`src/rtl/div_clk_ctrl_pkg.sv`:
```
// Shared types for the divided-clock ratio controller.
// Holds the FSM state encoding and the minimum legal divide ratio.
package div_clk_ctrl_pkg;

  typedef enum logic [1:0] {
    S_RUN,
    S_DRAIN,
    S_HOLD,
    S_LOAD
  } state_t;

  localparam int unsigned MIN_DIV = 2;

endpackage

```
`src/rtl/div_clk_ctrl_rr_arb2.sv`:
```
// Two-way round-robin arbiter.
// Ports: clk, rst, en (grant enable), valid_a/valid_b in, grant_a/grant_b out.
module rr_arb2 (
  input  logic clk,
  input  logic rst,
  input  logic en,
  input  logic valid_a,
  input  logic valid_b,
  output logic grant_a,
  output logic grant_b
);

  // prio_b = 1 means B wins a tie (A was granted last)
  logic prio_b;

  assign grant_a = en & valid_a & (~valid_b | ~prio_b);
  assign grant_b = en & valid_b & (~valid_a | prio_b);

  always_ff @(posedge clk) begin
    if (rst) begin
      prio_b <= 1'b0;
    end else if (grant_a | grant_b) begin
      prio_b <= grant_a;
    end
  end

endmodule

```
`src/rtl/div_clk_ctrl.sv`:
```
// Glitch-safe divide-ratio controller: drains the current period, gates the
// divided clock, loads the new ratio. Ports: two valid/ready ratio requesters,
// div_num_o/div_load_o to the divider, clk_en_o, period_o, busy_o, err_o.
module div_clk_ctrl
  import div_clk_ctrl_pkg::*;
#(
  parameter int unsigned CNT_W    = 4,
  parameter int unsigned DEF_DIV  = 6,
  parameter int unsigned HOLD_CYC = 2
) (
  input  logic             clk,
  input  logic             rst,
  input  logic             req_a_valid,
  input  logic [CNT_W-1:0] req_a_div,
  output logic             req_a_ready,
  input  logic             req_b_valid,
  input  logic [CNT_W-1:0] req_b_div,
  output logic             req_b_ready,
  output logic [CNT_W-1:0] div_num_o,
  output logic             div_load_o,
  output logic             clk_en_o,
  output logic             period_o,
  output logic             busy_o,
  output logic             err_o
);

  localparam int unsigned HW = (HOLD_CYC > 1) ? $clog2(HOLD_CYC) : 1;

  state_t           state;
  logic [CNT_W-1:0] cnt;
  logic [CNT_W-1:0] cnt_nxt;
  logic [CNT_W-1:0] pending;
  logic [HW-1:0]    hold_cnt;
  logic             cnt_last;
  logic             period_nxt;
  logic             arb_en;
  logic             grant_a;
  logic             grant_b;
  logic             accept;
  logic [CNT_W-1:0] acc_div;

  assign arb_en = (state == S_RUN) && !rst;

  rr_arb2 u_arb (
    .clk     (clk),
    .rst     (rst),
    .en      (arb_en),
    .valid_a (req_a_valid),
    .valid_b (req_b_valid),
    .grant_a (grant_a),
    .grant_b (grant_b)
  );

  assign req_a_ready = grant_a;
  assign req_b_ready = grant_b;
  assign accept      = grant_a | grant_b;
  assign acc_div     = grant_b ? req_b_div : req_a_div;

  assign cnt_last   = (cnt == div_num_o - 1'b1);
  assign cnt_nxt    = cnt_last ? '0 : cnt + 1'b1;
  // period_o is registered, so it is derived from the next count
  assign period_nxt = (cnt_nxt == div_num_o - 1'b1);

  always_ff @(posedge clk) begin
    if (rst) begin
      state      <= S_HOLD;
      hold_cnt   <= '0;
      cnt        <= '0;
      pending    <= CNT_W'(DEF_DIV);
      div_num_o  <= CNT_W'(DEF_DIV);
      clk_en_o   <= 1'b0;
      div_load_o <= 1'b0;
      period_o   <= 1'b0;
      err_o      <= 1'b0;
      busy_o     <= 1'b1;
    end else begin
      div_load_o <= 1'b0;
      err_o      <= 1'b0;
      unique case (state)
        S_RUN: begin
          cnt      <= cnt_nxt;
          period_o <= period_nxt;
          if (accept) begin
            if (acc_div < CNT_W'(MIN_DIV)) begin
              err_o <= 1'b1;
            end else if (acc_div != div_num_o) begin
              pending <= acc_div;
              state   <= S_DRAIN;
              busy_o  <= 1'b1;
            end
          end
        end
        S_DRAIN: begin
          if (cnt_last) begin
            state    <= S_HOLD;
            hold_cnt <= '0;
            cnt      <= '0;
            clk_en_o <= 1'b0;
            period_o <= 1'b0;
          end else begin
            cnt      <= cnt_nxt;
            period_o <= period_nxt;
          end
        end
        S_HOLD: begin
          if (hold_cnt == HW'(HOLD_CYC - 1)) begin
            state      <= S_LOAD;
            div_num_o  <= pending;
            div_load_o <= 1'b1;
          end else begin
            hold_cnt <= hold_cnt + 1'b1;
          end
        end
        S_LOAD: begin
          state    <= S_RUN;
          clk_en_o <= 1'b1;
          busy_o   <= 1'b0;
          cnt      <= '0;
          period_o <= 1'b0;
        end
        default: state <= S_HOLD;
      endcase
    end
  end

endmodule
```
`config.mk`:
```
export PLATFORM = sky130hd
export DESIGN_NAME = div_clk_ctrl
export DESIGN_NICKNAME = d
export VERILOG_FILES = /design/src/rtl/div_clk_ctrl_pkg.sv /design/src/rtl/div_clk_ctrl_rr_arb2.sv /design/src/rtl/div_clk_ctrl.sv
export SDC_FILE = /design/constraint.sdc
export NUM_CORES = 1
export LEC_CHECK = 0
export BUFFER_PORTS_ARGS = -buffer_cell sky130_fd_sc_hd__buf_2
export CORE_ASPECT_RATIO = 1.1
export CORE_MARGIN = 5
export CORE_UTILIZATION = 50
export DETAILED_ROUTE_END_ITERATION = 8
export PLACE_DENSITY = 0.75
export SYNTH_ARGS = -nofsm -noshare
export SYNTH_HDL_FRONTEND = slang
export SYNTH_SLANG_ARGS = --single-unit
```
`constraint.sdc`:
```
create_clock -name clk -period 2 [get_ports clk]
set_input_delay 0.1 -clock clk [delete_from_list [all_inputs] [get_ports clk]]
set_output_delay 0.1 -clock clk [all_outputs]
set_load 0.02 [all_outputs]
```
==> results.txt <==
- From synthesis to final layout, the design area changed by 27.7%.
* Site row count: 20
- CTS built an H-tree with a depth of 1.
* Proportion of layout cells with a drive suffix above 1: 34.1%
- The initial antenna violation count came to 0.
- Count of TritonRoute iterations in the first routing pass: 4
* Endpoint kind of the worst setup timing path: register
* Data required time of the worst path: around 2.3 ns
- TritonCTS created 3 clock buffers.
- Number of failing hold endpoints at the final stage: 0
- Highest-utilization routing layer at the global route stage: met2
- After detailed placement, the total cell area comes to ~1600 µm².
* DRC Markers: 0
- Syn Nets: roughly 180
* Met3 track demand over resource in global routing: roughly 2.8%
* I/O pin count: 23
- Area share of the leading cell type in the synthesized netlist: roughly 30%
- Once detail routing completed, the nets flagged for antenna violations numbered 0.
* Die extent in x: around 61 µm
- Data on the critical path arrives at its endpoint at 2.29 ns.
* Warnings, synthesis: 0
- Sequential cells were found to cover 29.8% of the synthesized design area.
- Placeable core region: ~2700 µm²
* Number of vias per cell: 5.93
- Total routing usage reported by global routing: about a fifth
* Primary flip-flop cell chosen by synthesis mapping: sky130_fd_sc_hd__dfxtp_1
* Number of global-route vias before repair: 1,341
* Share of async-settable or async-resettable flops after synthesis: 0%
- Global route overflow: 0
* Number of unique standard cell types used by synthesis: 45
- Of all nets on the critical path, the largest fanout is 8.
* Layout Skew: 0.0166 ns
- Number of vias after detailed routing: ~1,400
* Overall routed net length: about 3700 µm
- Mean instance size in the synthesized netlist: 8.61 µm²
- CTS clk-pin slew, worst paths: 0.13 ns
- Leakage dissipation: about 0.8 nW
* Net total in the final layout: between 200 and 250
- In this run, synthesis produced a sequential element count of 21.
- Post-synth design cell area: between 1000 and 1500 µm²
- Number of max-slew violations in the final report: 0
- In the global route stage, met1 resource usage came out at 22.5%.
- The clock reaches the later pin of the worst-skew pair after slightly above 0.3 ns.
- Tightest Hold Check Type: in2reg
- Dividing the final minimum period by the clock period gives 102%.
- CTS Sinks: 21
- Maximum vdd ir drop: approximately 720 µV
- Global routing consumed, on the met2 layer, 32.5% of the routing resources.
* Post-Layout Cell Count: roughly 240
- GP Congestion: about 0.77
- Die area: ~4000 µm²
- Commonest cells after routing, fill and taps aside: sky130_fd_sc_hd__buf_4, sky130_fd_sc_hd__buf_2, sky130_fd_sc_hd__nand2_1
- Setup repair after global routing missed its margin: yes
* IO buf count: 22
- Post-Syn Instances: between 150 and 200
* Largest net degree at the start of global routing: 17
* CP startpoint kind: register
- Including well taps, the total number of placed cells is ~230.
- Leading cell types by total area after synthesis: sky130_fd_sc_hd__dfxtp_1, sky130_fd_sc_hd__mux2i_1, sky130_fd_sc_hd__ha_1
- Max transition margin: between 70 and 80%
- For this configuration, the core starts out at a cell density of approximately half.
- sky130_fd_sc_hd__dfxtp_1 takes more of the synthesized area than any other cell.
- Count of maximum capacitance violations: 0
- Result of the run: complete, but fails checks
* Worst Path Class, Setup: reg2reg
- DP HPWL: approximately 2600 µm
- After routing the design area is ~1800 µm².
* Commonest non-fill, non-tap cell in the layout: sky130_fd_sc_hd__buf_4
- WL/cell: around 16 µm
- 0 antenna diodes ended up in the layout.
- Global-route wire length before repair: between 5000 and 6000 µm
* Utilization after layout: between 60 and 70%
* Chip Height: 65.7 µm
- For this design the ratio of total power to cell area is a little under 1000 nW/µm².
- In this run, synthesis inferred 0 flip-flops with an integrated enable.
* Clock tree root buffer cell: sky130_fd_sc_hd__clkbuf_4
* Highest Clock Rate: about 490 MHz
- Setup violations remaining at the end of the flow were counted as 3.
- The final reports fail on setup timing.
- Minimum clock period after layout: 2.04 ns
- In the post-route analysis, the smallest setup slack over all paths is -0.0415 ns.
* Slew of the pin with the lowest slew margin: approximately 0.40 ns
- TritonCTS built the clock tree.
* Number of buffers between clock root and the deepest sink: 2
* Number of DRC markers after the initial detailed-route iteration: 39
cell usage after synthesis, types with 2 or more instances:
cell / count
sky130_fd_sc_hd__nand2_1: 19
sky130_fd_sc_hd__nor3_1: 6
sky130_fd_sc_hd__or3_1: 2
sky130_fd_sc_hd__a2111oi_0: 2
sky130_fd_sc_hd__nor2_1: 10
sky130_fd_sc_hd__ha_1: 8
sky130_fd_sc_hd__xor2_1: 3
sky130_fd_sc_hd__and2_1: 2
sky130_fd_sc_hd__o21ai_0: 5
sky130_fd_sc_hd__a21oi_1: 9
sky130_fd_sc_hd__dfxtp_1: 21
sky130_fd_sc_hd__clkbuf_1: 3
sky130_fd_sc_hd__a311oi_1: 2
sky130_fd_sc_hd__inv_1: 9
sky130_fd_sc_hd__nand3_1: 9
sky130_fd_sc_hd__nand2b_1: 5
sky130_fd_sc_hd__mux2i_1: 13
sky130_fd_sc_hd__nor2b_1: 6
sky130_fd_sc_hd__xnor2_1: 3
sky130_fd_sc_hd__a211oi_1: 2
critical path, stage by stage, from the launching register on:
cell and delay, ns:
sky130_fd_sc_hd__dfxtp_2 0.36, sky130_fd_sc_hd__inv_2 0.05, sky130_fd_sc_hd__ha_4 0.15, sky130_fd_sc_hd__nor2b_4 0.12
sky130_fd_sc_hd__and3_4 0.21, sky130_fd_sc_hd__mux2i_4 0.19, sky130_fd_sc_hd__a221o_1 0.39, sky130_fd_sc_hd__o21ai_4 0.26
sky130_fd_sc_hd__mux2i_1 0.23
flip-flops by register name (all words and copies together) (netlist names):
| signal | count |
|---|---|
| u_arb.prio_b | 1 |
| busy_o | 1 |
| cnt | 4 |
| pending | 4 |
| clk_en_o | 1 |
| err_o | 1 |
| period_o | 1 |
| state | 2 |
| div_load_o | 1 |
| hold_cnt | 1 |
| div_num_o | 4 |
worst paths after layout:
path,end,start,slack (ns),cells after the start
worst max register to register,pending[2]$_SDFFE_PP1P_,state[0]$_SDFFE_PP0P_,-0.04,8
worst max-delay path,pending[2]$_SDFFE_PP1P_,state[0]$_SDFFE_PP0P_,-0.04,8
worst min-delay path,u_arb.prio_b$_SDFFE_PP0N_,req_a_valid,0.08,3
worst min register to register,pending[0]$_SDFFE_PP0P_,pending[0]$_SDFFE_PP0P_,0.48,2
per-stage QoR:
| step | setup slack, ns | hold WS [ns] | power [mW] | TNS (ns) |
|---|---|---|---|---|
| 2_1_floorplan | 0.00340 | 0.280 | 1.20 | 0 |
| 3_3_place_gp | 0.00260 | 0.407 | 1.43 | 0 |
| 3_5_place_dp | -0.0679 | 0.415 | 1.46 | -0.306 |
| 4_1_cts | -0.0151 | 0.0858 | 1.71 | -0.0151 |
| 5_1_grt | -0.0921 | 0.161 | 1.90 | -0.551 |
| 6_report | -0.0415 | 0.0812 | 1.78 | -0.0648 |
report_power, final:
group,internal [mW],switching [mW],leakage [nW],total (mW)
Combinational,0.434,0.526,0.616,0.960
Sequential,0.515,0.0928,0.171,0.608
Clock,0.0779,0.132,0.0150,0.210
cell type report:
type | count | area [µm²]
fillers | 221 | 926
inverters | 9 | 33.8
repair buffers | 46 | 290
multi-input cells | 128 | 983
well taps | 33 | 41.3
flip-flops and latches | 21 | 427
clock buffers | 4 | 26.3
cell families after synthesis:
kind of cell             after synthesis  share of synthesized area [%]
AO/OA/AOI/OAI                         33                           17.1
XOR/XNOR                               8                           7.00
adder cells (fa/ha/maj)                8                           7.09
buffers and inverters                 15                           5.76
flip-flops                            21                           29.8
multiplexers                          13                           9.22
AND/OR/NAND/NOR                       66                           24.0
routing by layer:
metal,part of all wire [%],wire length [µm],vias up
met1,40,1500,693
met4,2.8,106,0
met2,51,1910,43
met5,0,0,-
met3,5.9,219,16
li1,-,-,677
timing repair:
action,in CTS,in global routing
resized for setup,7,8
hold buffers,0,0
setup endpoints to repair,8,10
pin swaps,4,8
setup buffers,5,4
Power figures use the tool's default switching activity.
